File: config.mk
export PLATFORM = sky130hd
export DESIGN_NAME = fetch_unit
export DESIGN_NICKNAME = d
export VERILOG_FILES = /design/src/rtl/fetch_unit.sv
export SDC_FILE = /design/constraint.sdc
export NUM_CORES = 1
export LEC_CHECK = 0
export CAP_MARGIN = 20
export CELL_PAD_IN_SITES_DETAIL_PLACEMENT = 1
export CELL_PAD_IN_SITES_GLOBAL_PLACEMENT = 2
export CORE_MARGIN = 1
export CORE_UTILIZATION = 38
export DETAILED_ROUTE_END_ITERATION = 8
export DONT_BUFFER_PORTS = 1
export MAX_ROUTING_LAYER = met4
export PLACE_DENSITY_LB_ADDON = 0.25
export SLEW_MARGIN = 10
export SYNTH_ARGS = -nofsm -noshare
export SYNTH_HDL_FRONTEND = slang
export SYNTH_SLANG_ARGS = --single-unit
File: constraint.sdc
create_clock -name clk -period 6.85 [get_ports clk]
set_input_delay 1.0275 -clock clk [delete_from_list [all_inputs] [get_ports clk]]
set_output_delay 1.0275 -clock clk [all_outputs]
set_load 0.05 [all_outputs]
File: src/rtl/fetch_unit.sv
`default_nettype none
// ============================================================================
// Module      : fetch_unit
// Description : Owns the PC, reads instruction memory combinationally and
//               hands {pc, instr} pairs to decode through a 2-entry skid buffer.
// Revision    : 1.0 - initial release
// ============================================================================
module fetch_unit #(
    parameter logic [31:0] RESET_PC    = 32'h0000_0000,
    parameter int unsigned BOOT_CYCLES = 1
) (
    input  logic        clk,
    input  logic        rst,
    output logic [31:0] imem_addr,
    input  logic [31:0] imem_data,
    input  logic        redirect_valid,
    input  logic [31:0] redirect_target,
    output logic        out_valid,
    input  logic        out_ready,
    output logic [31:0] out_instr,
    output logic [31:0] out_pc
);

    localparam int c_BOOT_W = (BOOT_CYCLES > 0) ? $clog2(BOOT_CYCLES + 1) : 1;
    localparam logic [c_BOOT_W-1:0] c_BOOT_INIT = c_BOOT_W'(BOOT_CYCLES);
    localparam logic [c_BOOT_W-1:0] c_BOOT_ONE  = c_BOOT_W'(1);

    localparam logic [0:0] c_ST_BOOT  = 1'b0;
    localparam logic [0:0] c_ST_RUN   = 1'b1;
    localparam logic [0:0] c_ST_RESET = (BOOT_CYCLES == 0) ? c_ST_RUN : c_ST_BOOT;

    logic [31:0]         r_pc;
    logic [1:0]          r_count;
    logic [0:0]          r_state;
    logic [c_BOOT_W-1:0] r_boot_cnt;
    logic [31:0]         r_buf_pc    [2];
    logic [31:0]         r_buf_instr [2];

    logic        w_pop;
    logic        w_fetch;
    logic        w_tail;
    logic [31:0] w_target;

    assign w_pop    = (r_count != 2'd0) && out_ready;
    assign w_fetch  = (r_state == c_ST_RUN) && !redirect_valid &&
                      ((r_count < 2'd2) || w_pop);
    // Slot index for the incoming entry, after accounting for a same-cycle pop
    assign w_tail   = r_count[1] | (r_count[0] & ~w_pop);
    assign w_target = redirect_target & ~32'h0000_0003;

    always_ff @(posedge clk) begin
        if (rst) begin
            r_pc       <= RESET_PC;
            r_count    <= 2'd0;
            r_state    <= c_ST_RESET;
            r_boot_cnt <= c_BOOT_INIT;
            for (int i = 0; i < 2; i++) begin
                r_buf_pc[i]    <= 32'd0;
                r_buf_instr[i] <= 32'd0;
            end
        end else begin
            if (r_state == c_ST_BOOT) begin
                if (r_boot_cnt <= c_BOOT_ONE) begin
                    r_state    <= c_ST_RUN;
                    r_boot_cnt <= '0;
                end else begin
                    r_boot_cnt <= r_boot_cnt - c_BOOT_ONE;
                end
            end

            if (redirect_valid) begin
                r_pc    <= w_target;
                r_count <= 2'd0;
            end else begin
                r_count <= r_count + {1'b0, w_fetch} - {1'b0, w_pop};
                if (w_pop) begin
                    r_buf_pc[0]    <= r_buf_pc[1];
                    r_buf_instr[0] <= r_buf_instr[1];
                end
                // A push into slot 0 overrides the shift above
                if (w_fetch) begin
                    r_pc                <= r_pc + 32'd4;
                    r_buf_pc[w_tail]    <= r_pc;
                    r_buf_instr[w_tail] <= imem_data;
                end
            end
        end
    end

    assign imem_addr = r_pc;
    assign out_valid = (r_count != 2'd0);
    assign out_pc    = r_buf_pc[0];
    assign out_instr = r_buf_instr[0];

endmodule
`default_nettype wire

Yosys cells after proc, flatten, opt, wreduce, memory -nomap -nowiden
Memories as Yosys holds them, arrays and structs flattened.
Index checks and enable logic that the tools add are counted.
{"block": "op_classes", "add_sub_neg": 4, "order_cmp": 2, "n_mux": 23, "bitwise_logic": 5, "n_reduce_logical": 10}
{"operator": "two-way mux 32 bit", "n": 6}
{"operator": "OR reduction 32 bit", "n": 2}
{"operator": "adder 32 x 3 -> 32 bit (second input constant)", "n": 1}
{"operator": "two-way mux 1 bit", "n": 17}
{"operator": "nonzero test 2 bit", "n": 2}
{"operator": "logical AND 1 bit", "n": 3}
{"operator": "bitwise OR 1 bit", "n": 3}
{"operator": "adder 2 x 1 -> 2 bit", "n": 1}
{"operator": "< comparator 2 bit (second input constant)", "n": 1}
{"operator": "OR reduction 2 bit", "n": 1}
{"operator": "subtractor 2 x 1 -> 2 bit", "n": 1}
{"operator": "AND 1 bit", "n": 1}
{"operator": "less-or-equal comparator 1 bit (second input constant)", "n": 1}
{"operator": "logical NOT 1 bit", "n": 1}
{"operator": "logical OR 1 bit", "n": 1}
{"operator": "NOT 1 bit", "n": 1}
{"operator": "subtractor 1 bit (second input constant)", "n": 1}
{"block": "word_totals", "reg_bits": 36, "ram_bits": 128, "input_bits": 68, "out_inout_bits": 97, "elab_cells": 51, "mem_count": 2}
{"name": "r_buf_instr", "words": 2, "word_bits": 32, "read_ports": 2, "rd_ports_with_merged_regs": 0, "write_ports": 2, "line_no": "37", "text": "logic [31:0] r_buf_instr [2];"}
{"name": "r_buf_pc", "words": 2, "word_bits": 32, "read_ports": 2, "rd_ports_with_merged_regs": 0, "write_ports": 2, "line_no": "36", "text": "logic [31:0] r_buf_pc [2];"}

Depth between registers and ports, before layout
Gate-level depths: netlist of run 1.
{"block": "logic_depth", "word_depth": 10, "depth_mapped": 11, "mapped_depth_nobuf": 9}

Worst setup path before layout of run 1
OpenSTA, ideal clock, no wires.
{"block": "synth_path", "path_type": "input port to flip-flop", "from": "in redirect_valid", "to": "mem r_buf_instr[1][0] (enable)", "setup_ns": 0.568, "arrival_ns": 5.911, "t_required_ns": 6.282, "slack_ns": 0.371, "path_stages": 4, "path_buffers": 1, "path_cell_list": "clkbuf_1 nor2_1 nand2_1 o21ai_0"}
{"item": "from (decl)", "line_no": "16", "text": "input logic redirect_valid,"}
{"item": "to (decl)", "line_no": "37"}

==> results.ini, run 1 <==
[detailed_routing]
wl_per_cell_microns=22.58
routed_via_density=5.486
vias=4010
drt_pre_antenna_iters=4
drcViolationCount=0
wl_microns=16510
drtIter0Drc=187
drtAntennaViolNets=0

[run]
drv_cap=0

[floorplan]
boundaryPins=165
fp.dieArea_sq_um=18220
die_w_microns=135.0
start_util=0.3885
fp.dieH_microns=135.0
row_count=48
core-area_sq_um=17300

[worst_setup_path]
r2r-end=r_buf_pc[1][31]
crit_required_ps=6900
arrival_ps=2960
reg2reg_slack_ps=4140
critical_path_peak_fanout=40
r2r-start=r_count[0]
end_kind=flip-flop
rr_worst_depth=4
crit_type=input port to flip-flop
cp-endpoint=r_buf_pc[1][31]
crit_start=out_ready
start_kind=input port

[power]
internal_power_mw=1.646
power.leakage_nw=2.591
ir_drop_mv=0.1718
p_per_area_nw_per_um2=301.3
swShare=0.2693
switching_power_mw=0.6069
pwr-share-seq=0.557
combinationalPowerShare=0.039
clock_power_share=0.404

[clock_network]
cts_resized=0
post_cts_buffers=0
htree_levels=4
clk_pin_slew_ps=60
clk_latency_ps=410
cts_tree=yes
clock_sinks=157
cts_buffer_depth=2
cts_root_buf=clkbuf_16
holdBufCountCts=0
cts_buffers=17

[hold_path]
hp-class=flip-flop to flip-flop

[place]
dpl.hpwl_microns=10480
portBuffers=0
place_inst=699
gp_congestion=0.7638

[sta]
fin_tns_setup_ps=0
clock_skew_ps=9.336
final-hold-violation-count=0
slew_viol_final=0
rsz0062_at_grt=false
fmax_ghz=0.3434
slew_headroom=0.3700
layout_min_cycle_time_ps=2912
setup_viol=0
worstMarginPinSlew_ps=943.6
period_share=0.4252

[outcome]
outcome=complete, no violations

[synth]
synth_flop_cell=edfxtp_1
ys_seq_elements=157
synth_top_family_by_area=simple AND/OR/NAND/NOR gates
yosys.area_share.adder=0.005586
synth_compound_area_frac=0.1220
synth_area_per_cell_sq_um=13.33
netlist_area_sq_um=6720
yosysUniqueCellTypes=44
synth-edff-count=124
muxShareOfSynthArea=0.001489
ys_seq_area_frac=0.6524
synth_xor_area_frac=0.03519
ys.warnings.count=0
async_reset_ff_frac=0
synthSimpleGateAreaFrac=0.1517
synthCells=504

[global_route]
antenna_found_initial=1
grt_max_degree=63
grt_util_all_layers=0.1899
gr-total-overflow=0
grt_pass1_vias=4343
grt_first_pass_wirelength_microns=25010

[cells_and_area]
final_cells=731
fillCellCount=1755
area_delta_synth_final_pct=11.28
final_cell_mix=edfxtp_1 (124), and2_1 (64), a22o_1 (62)
num-nets-final=564
final_common_cell=edfxtp_1
drive_gt1_frac=0.1030

==> kinds of logic after synthesis <==
logic type               Yosys count
AO/OA/AOI/OAI                    103
XOR/XNOR                          27
adder cells (fa/ha/maj)            3
buffers and inverters             45
flip-flops                       157
multiplexers                       1
other                              1
AND/OR/NAND/NOR                  167
==> flip-flops by register name, summed over array words and instances, names as in the netlist <==
register / flops
imem_addr: 30
r_buf_pc: 60
r_buf_instr: 64
r_state: 1
r_count: 2
==> worst min-delay path by stage <==
stage,to,start,slack [ps],cells after the start
6_report,r_buf_pc[0][31],r_buf_pc[1][31],530,1
5_1_grt,r_buf_pc[0][12],r_buf_pc[1][12],540,1
4_1_cts,r_buf_pc[0][16],r_buf_pc[1][16],540,1
3_5_place_dp,r_buf_pc[0][16],r_buf_pc[1][16],520,1
3_3_place_gp,r_buf_instr[0][4],r_buf_instr[1][4],510,1
2_1_floorplan,r_buf_instr[0][0],r_buf_instr[1][0],510,1
==> layout make-up <==
class	instances	area, sq um	share of cell area
timing repair buffer	5	57.56	0.007696
antenna	1	2.502	0.0003346
clock buffer	20	436.7	0.05839
clock inverter	11	117.6	0.01573
sequential	157	4384	0.5862
tap	225	281.5	0.03764
multi-input combinational	305	2172	0.2904
inverter	7	26.28	0.003513
==> power groups by stage <==
| stage | Sequential, mW | Clock (mW) | Combinational (mW) |
|---|---|---|---|
| global route | 1.26 | 0.967 | 0.0971 |
| floorplan | 1.26 | 0 | 0.0726 |
| CTS | 1.26 | 0.933 | 0.0893 |
| finish | 1.26 | 0.911 | 0.0875 |
| global placement | 1.27 | 0 | 0.0846 |
| detailed placement | 1.28 | 0 | 0.0885 |
==> critical path: stages <==
cell and delay (ps):
nor2b_1 230, mux2i_1 320, o21ai_4 750, buf_4 590
==> metrics by stage <==
stage	hold slack, ps	area (sq um)	setup WS [ps]	power [mW]	utilization
floorplan	511.9	6731	371.0	1.334	-
global placement	514.8	6894	3605	1.358	0.3986
detailed placement	521.5	6922	3464	1.365	0.4002
CTS	537.4	7476	3877	2.280	0.4322
global route	543.8	7478	3790	2.326	0.4324
finish	528.0	7478	3938	2.253	0.4324
==> Yosys cell counts, drive strengths merged, types with 3 or more instances <==
master    n  area [sq um]
nor4     12         142.6
edfxtp  124          3724
nor3     10         55.05
o22ai     3         18.77
or3       4         25.02
a22o     62         543.0
xor2      3         26.28
buf      14         92.59
nor2     25         93.84
dfxtp    33         660.6
and2     64         400.4
a21oi     6         30.03
and3      3         18.77
o21ai     8         40.04
ha        3         37.54
xnor2    24         210.2
nand4     3         33.78
inv       7         26.27
a311oi    5         43.79
clkbuf   24         90.09
and4      4         37.54
a211oi   16         120.1
nand3    13         82.58
nand2    24         90.09
==> per-layer routing <==
metal | global-route usage | part of all wire | vias up
met2 | 0.3107 | 0.49 | 123
li1 | - | - | 1867
met5 | - | 0 | -
met4 | 0.06055 | 0.014 | 0
met1 | 0.2176 | 0.43 | 2005
met3 | 0.06644 | 0.073 | 15
(Power assumes the default switching activity.)
==> run 2: changes to the inputs <==
--- a/config.mk
+++ b/config.mk
@@ -5,11 +5,12 @@
 export SDC_FILE = /design/constraint.sdc
 export NUM_CORES = 1
 export LEC_CHECK = 0
+export ABC_AREA = 1
 export CAP_MARGIN = 20
 export CELL_PAD_IN_SITES_DETAIL_PLACEMENT = 1
 export CELL_PAD_IN_SITES_GLOBAL_PLACEMENT = 2
 export CORE_MARGIN = 1
-export CORE_UTILIZATION = 38
+export CORE_UTILIZATION = 39
 export DETAILED_ROUTE_END_ITERATION = 8
 export DONT_BUFFER_PORTS = 1
 export MAX_ROUTING_LAYER = met4
==> constraint.sdc (replaced) <==
create_clock -name clk -period 2.7 [get_ports clk]
set_input_delay 0.405 -clock clk [delete_from_list [all_inputs] [get_ports clk]]
set_output_delay 0.405 -clock clk [all_outputs]
set_load 0.05 [all_outputs]
==> run 2 against run 1 <==
  * Die area up 11%
  * Worst hold slack worse by 480 ps
  * Clock power rose to 2.5 times the previous value
  * Core utilization rose by 1.4 points
  * Setup slack lost 3600 ps
==> results.ini, run 2 <==
[floorplan]
fp.dieH_microns=142.5  ; +5.5%
boundaryPins=165  ; unchanged
die_w_microns=142.5  ; +5.5%
row_count=51  ; +6.3%
core-area_sq_um=19400  ; +12%
fp.dieArea_sq_um=20300  ; +11%
start_util=0.3967  ; +0.008145

[global_route]
antenna_found_initial=0  ; -1
grt_util_all_layers=0.2025  ; +0.01259
grt_max_degree=125  ; +98%
gr-total-overflow=0  ; unchanged
grt_pass1_vias=5403  ; +24%
grt_first_pass_wirelength_microns=30020  ; +20%

[detailed_routing]
dr_wl_met2_microns=9202  ; +14%
drt_pre_antenna_iters=4  ; unchanged
route.met3.wl_microns=904  ; -25%
drtIter0Drc=260  ; +39%
routed_via_density=5.010  ; -8.7%
wl_per_cell_microns=17.98  ; -20%
vias=5321  ; +33%
route.top_layer_used=met4
met1_length_microns=8765  ; +25%
drcViolationCount=0  ; unchanged
drtAntennaViolNets=0  ; unchanged
wl_microns=19090  ; +16%

[cells_and_area]
area_delta_synth_final_pct=12.44
num-nets-final=855  ; +52%
drive_gt1_frac=0.1694  ; +0.06641
fillCellCount=2207  ; +26%
final_common_cell=edfxtp_1
largest_reg_flops=64  ; unchanged
final_cells=1062  ; +45%
diodes=0  ; -1
regMostFlops=r_buf_instr
final_cell_area_sq_um=8652  ; +16%
final_cell_mix=edfxtp_1 (124), nand2_1 (118), nand3_1 (99)

[sta]
rsz0062_at_grt=false
layout_min_cycle_time_ps=2365
setup_viol=0  ; unchanged
period_share=0.8759
slew_viol_final=0  ; unchanged
worstMarginPinSlew_ps=1058  ; +114.0 ps
fmax_ghz=0.4229
final-hold-violation-count=0  ; unchanged
slew_headroom=0.2949  ; -0.07511
clock_skew_ps=8.700  ; -0.6358 ps
fin_tns_setup_ps=0  ; unchanged

[synth]
synthCells=768  ; +52%
synth_top_area_share=0.4839  ; -0.07018
async_reset_ff_frac=0  ; unchanged
ys_seq_elements=157  ; unchanged
synth-edff-count=124  ; unchanged
netlist_area_sq_um=7695  ; +15%
synth_commonest_cells=edfxtp_1 (124), nand2_1 (119), nand3_1 (100)
synth_flop_cell=edfxtp_1
yosysMostFrequentCell=edfxtp_1
synth_area_per_cell_sq_um=10.02  ; -25%
ys_top_cells_by_area=edfxtp_1 (48%), nor2_4 (8.6%), dfxtp_1 (8.6%), nand3_1 (6.5%), o21ai_0 (6.2%)
synth_area_leader_cell=edfxtp_1
ys.warnings.count=0  ; unchanged
ys_seq_area_frac=0.5698  ; -0.08264
yosysUniqueCellTypes=35  ; -20%

[place]
portBuffers=0  ; unchanged
dpl.hpwl_microns=13620  ; +30%
place_inst=1030  ; +47%
gp_congestion=0.8211  ; +7.5%
dpl_cell_area_sq_um=8092  ; +17%

[power]
internal_power_mw=4.144  ; +150%
total_power_mw=5.847  ; +160%
clock_power_share=0.394  ; -0.010
p_per_area_nw_per_um2=675.8  ; +120%
swShare=0.2912  ; +0.02188
power.leakage_nw=3.154  ; +22%
pwr-share-seq=0.524  ; -0.033
ir_drop_mv=0.4451  ; +160%
combinationalPowerShare=0.082  ; +0.043
switching_power_mw=1.703  ; +180%

[hold_path]
hp-class=input port to flip-flop
worstHoldPathCells=1  ; unchanged

[clock_network]
cts_buffer_depth=2  ; unchanged
cts_resized=0  ; unchanged
htree_levels=4  ; unchanged
clk_pin_slew_ps=70  ; about the same
clock_sinks=157  ; unchanged
cts_tree=yes
cts_root_buf=clkbuf_16
post_cts_buffers=0  ; unchanged
clk_latency_ps=420  ; about the same
cts_buffers=17  ; unchanged
holdBufCountCts=0  ; unchanged

[worst_setup_path]
arrival_ps=2600  ; -360 ps
critical_path_peak_fanout=124  ; +210%
rr_worst_depth=9  ; +5
crit_type=flip-flop to flip-flop
start_kind=flip-flop
crit_required_ps=2940  ; -3960 ps
end_kind=flip-flop

[outcome]
outcome=complete, no violations

[run]
drv_cap=0  ; unchanged

## run 2: changes by cell type after synthesis, moves of 12 or more
cell      change
nand2_1      +95
nand3_1      +89
inv_1        +88
o21ai_0      +88
and2_1       -64
a22o_1       -62
nor2_4       +59
nor2_1       +21
xnor2_1      -21
a211oi_1     -16
a21oi_1      +12
## run 2: metrics by stage
stage	utilization	worst slack (ps)	hold slack [ps]
6_report	0.4460	335.2	49.56
3_3_place_gp	0.4171	475.3	480.0
3_5_place_dp	0.4171	351.9	482.7
4_1_cts	0.4460	324.8	29.40
2_1_floorplan	-	50.21	525.0
5_1_grt	0.4460	99.03	34.75
## run 2: worst paths after layout
kind | start | endpoint | slack, ps
setup / recovery | r_count[1] | r_buf_instr[0][3] | 340
hold / removal | rst | imem_addr[17] | 50
setup reg to reg | r_count[1] | r_buf_instr[0][3] | 340
hold reg to reg | r_buf_pc[1][5] | r_buf_pc[0][5] | 560
## run 2: critical path: stages (launching register included)
cell and delay (ps):
dfxtp_1 400, inv_2 90, o21ai_4 180, inv_2 60, nand2_4 130, nor2_8 80, nand2_4 70, buf_4 770
nand3_1 180, o21ai_0 160
## run 2: kinds of logic after synthesis
logic type	synth area share
adders and majority gates	0.004879
DFF	0.5698
other	0.0004873
and+or+nand+nor	0.2455
AOI/OAI and AO/OA	0.08293
buffers and inverters	0.08732
xor gates and xnor gates	0.009106
## run 2: area by class of cell
cell class	instances	area [sq um]	area share
multi-input cells	476	2678	0.3095
clock buffers	17	425.4	0.04917
well taps	265	331.6	0.03832
inverters	98	367.9	0.04252
flip-flops and latches	157	4384	0.5067
repair buffers	34	330.3	0.03818
clock inverters	15	135.1	0.01562
## run 2: power groups by stage
stage,Clock (mW),Combinational [mW],Sequential (mW)
floorplan,0,0.263,3.19
global placement,0,0.467,3.11
detailed placement,0,0.483,3.12
CTS,2.36,0.485,3.07
global route,2.44,0.525,3.08
finish,2.30,0.478,3.07
## run 2: routing by layer
layer	global-route usage	vias to the layer above
li1	-	2597
met1	0.2545	2568
met2	0.3261	141
met3	0.04374	15
met4	0.06169	0
met5	-	-
==> run 3: changes to the inputs <==
--- a/config.mk
+++ b/config.mk
@@ -13,8 +13,10 @@
 export CORE_UTILIZATION = 39
 export DETAILED_ROUTE_END_ITERATION = 8
 export DONT_BUFFER_PORTS = 1
+export GPL_ROUTABILITY_DRIVEN = 0
 export MAX_ROUTING_LAYER = met4
 export PLACE_DENSITY_LB_ADDON = 0.25
+export REMOVE_ABC_BUFFERS = 1
 export SLEW_MARGIN = 10
 export SYNTH_ARGS = -nofsm -noshare
 export SYNTH_HDL_FRONTEND = slang
==> run 3 against run 2 <==
  * The flow now finishes with violations (DRC)
  * First-iteration DRC count shrank 20%
  * Global-route usage grew 0.87 points
  * Die area unchanged
  * Core utilization is 0.65 points higher
  * Flip-flop and latch count stayed put
  * Power increased by 5.0%
  * Critical path depth unchanged
  * Setup slack improved by 220 ps
  * Wire length increased by 3.7%
  * Final cell count grew 0.85%
  * Clock power is 13% higher
  * Maximum frequency up 10%
  * Largest power group unchanged
==> results.ini, run 3 (synthesis results as in run 2) <==
[clock_network]
htree_levels=4  ; unchanged
clk_pin_slew_ps=70  ; about the same
cts_buffers=17  ; unchanged
post_cts_buffers=0  ; unchanged
holdBufCountCts=0  ; unchanged
cts_tree=yes
clock_sinks=157  ; unchanged
cts_resized=0  ; unchanged
cts_root_buf=clkbuf_16
clk_latency_ps=430  ; about the same
cts_buffer_depth=2  ; unchanged

[worst_setup_path]
arrival_ps=2290  ; -310 ps
crit_path_frequent_cell=inv_2
crit_required_ps=2850  ; -90 ps
max_stage_delay_ps=540  ; -230 ps
end_kind=flip-flop
crit_type=flip-flop to flip-flop
slowest_stage=buf_4
critical_path_peak_fanout=24  ; -81%
start_kind=flip-flop
rr_worst_depth=9  ; unchanged
path_cells=inv_2 > o21ai_4 > inv_2 > nand2_4 > nor2_8 > inv_2 > or2_4 > buf_4 > nor2_1

[detailed_routing]
vias=5384  ; +1.2%
routed_via_density=5.027  ; +0.33%
wl_per_cell_microns=18.49  ; +2.9%
drtIter0Drc=209  ; -20%
drt_pre_antenna_iters=6  ; +2
drcViolationCount=2  ; +2
wl_microns=19810  ; +3.7%
drtAntennaViolNets=0  ; unchanged

[cells_and_area]
largest_reg_flops=64  ; unchanged
final_common_cell=edfxtp_1
fillCellCount=2234  ; +1.2%
final_cell_mix=edfxtp_1 (124), nand2_1 (118), nand3_1 (99)
ff_latch_area_sq_um=4384  ; unchanged
area_delta_synth_final_pct=14.08
drive_gt1_frac=0.1787  ; +0.009275
regMostFlops=r_buf_instr
diodes=0  ; unchanged
final_cell_area_sq_um=8778  ; +1.5%
num-nets-final=864  ; +1.1%
multi_input_area_sq_um=2683  ; +0.19%

[floorplan]
start_util=0.3967  ; unchanged
fp.dieArea_sq_um=20300  ; unchanged
row_count=51  ; unchanged
core-area_sq_um=19400  ; unchanged
die_w_microns=142.5  ; unchanged
fp.dieH_microns=142.5  ; unchanged
boundaryPins=165  ; unchanged

[global_route]
grt_pass1_vias=5582  ; +3.3%
grt_util_all_layers=0.2112  ; +0.008744
gr-total-overflow=0  ; unchanged
grt_first_pass_wirelength_microns=31230  ; +4.0%
antenna_found_initial=0  ; unchanged
grt_max_degree=67  ; -46%

[sta]
clock_skew_ps=11.11  ; +2.414 ps
fin_tns_setup_ps=0  ; unchanged
final-hold-violation-count=0  ; unchanged
slew_headroom=0.5357  ; +0.2408
finalWorstSetupSlack_ps=556.1  ; +220.9 ps
worstMarginPinSlew_ps=696.5  ; -361.1 ps
layout_min_cycle_time_ps=2144  ; -220.9 ps
slew_viol_final=0  ; unchanged
period_share=0.7941  ; -0.08182
fmax_ghz=0.4664  ; +10%
rsz0062_at_grt=false
whs_ps=31.80  ; -17.76 ps
setup_viol=0  ; unchanged

[power]
power.leakage_nw=3.231  ; +2.5%
ir_drop_mv=0.4234  ; -4.9%
p_per_area_nw_per_um2=699.4  ; +3.5%
total_power_mw=6.140  ; +5.0%

[outcome]
violations=DRC
outcome=finished with violations

[hold_path]
worstHoldPathCells=1  ; unchanged
hp-class=input port to flip-flop

[place]
dpl_cell_area_sq_um=8152  ; +0.74%
dp_slack_ps=523.6  ; +171.7 ps
dpl.hpwl_microns=14010  ; +2.9%
portBuffers=0  ; unchanged

[run]
drv_cap=0  ; unchanged

==> run 3: critical path, delay by kind of cell, from the launching register on <==
family / cells / cell delay (ps)
AOI/OAI and AO/OA: 1 / 210
buffers and inverters: 4 / 760
DFF: 1 / 390
and+or+nand+nor: 4 / 430
==> run 3: final timing paths <==
kind / start / to / slack, ps
setup / recovery: r_count[1] / r_buf_instr[1][31] / 560
hold / removal: rst / imem_addr[18] / 30
setup reg to reg: r_count[1] / r_buf_instr[1][31] / 560
hold reg to reg: r_buf_instr[1][6] / r_buf_instr[0][6] / 560
==> run 3: metrics by stage <==
| step | utilization | instances |
|---|---|---|
| after floorplan | - | 731 |
| after global placement | 0.4202 | 1039 |
| after detailed placement | 0.4202 | 1039 |
| after CTS | 0.4525 | 1071 |
| after global routing | 0.4525 | 1071 |
| final | 0.4525 | 1071 |
==> run 3: cell type report <==
cell class	count	area share
Clock buffer	18	0.04889
Clock inverter	14	0.02252
Inverter	98	0.04190
Multi-Input combinational cell	476	0.3056
Sequential cell	157	0.4994
Tap cell	265	0.03777
Timing Repair Buffer	43	0.04390
==> run 3: metal layers <==
metal  GRT usage  share of wire  wire, microns
met1      0.2574           0.45           8825
met4     0.06508          0.013            250
met3     0.04812          0.052           1036
met5           -              0              0
met2      0.3475           0.49           9694
==> run 3: power breakdown <==
group,switching [mW],internal [mW]
clock,1.09,1.50
sequential,0.303,2.75
combinational,0.383,0.116
total,1.78,4.36
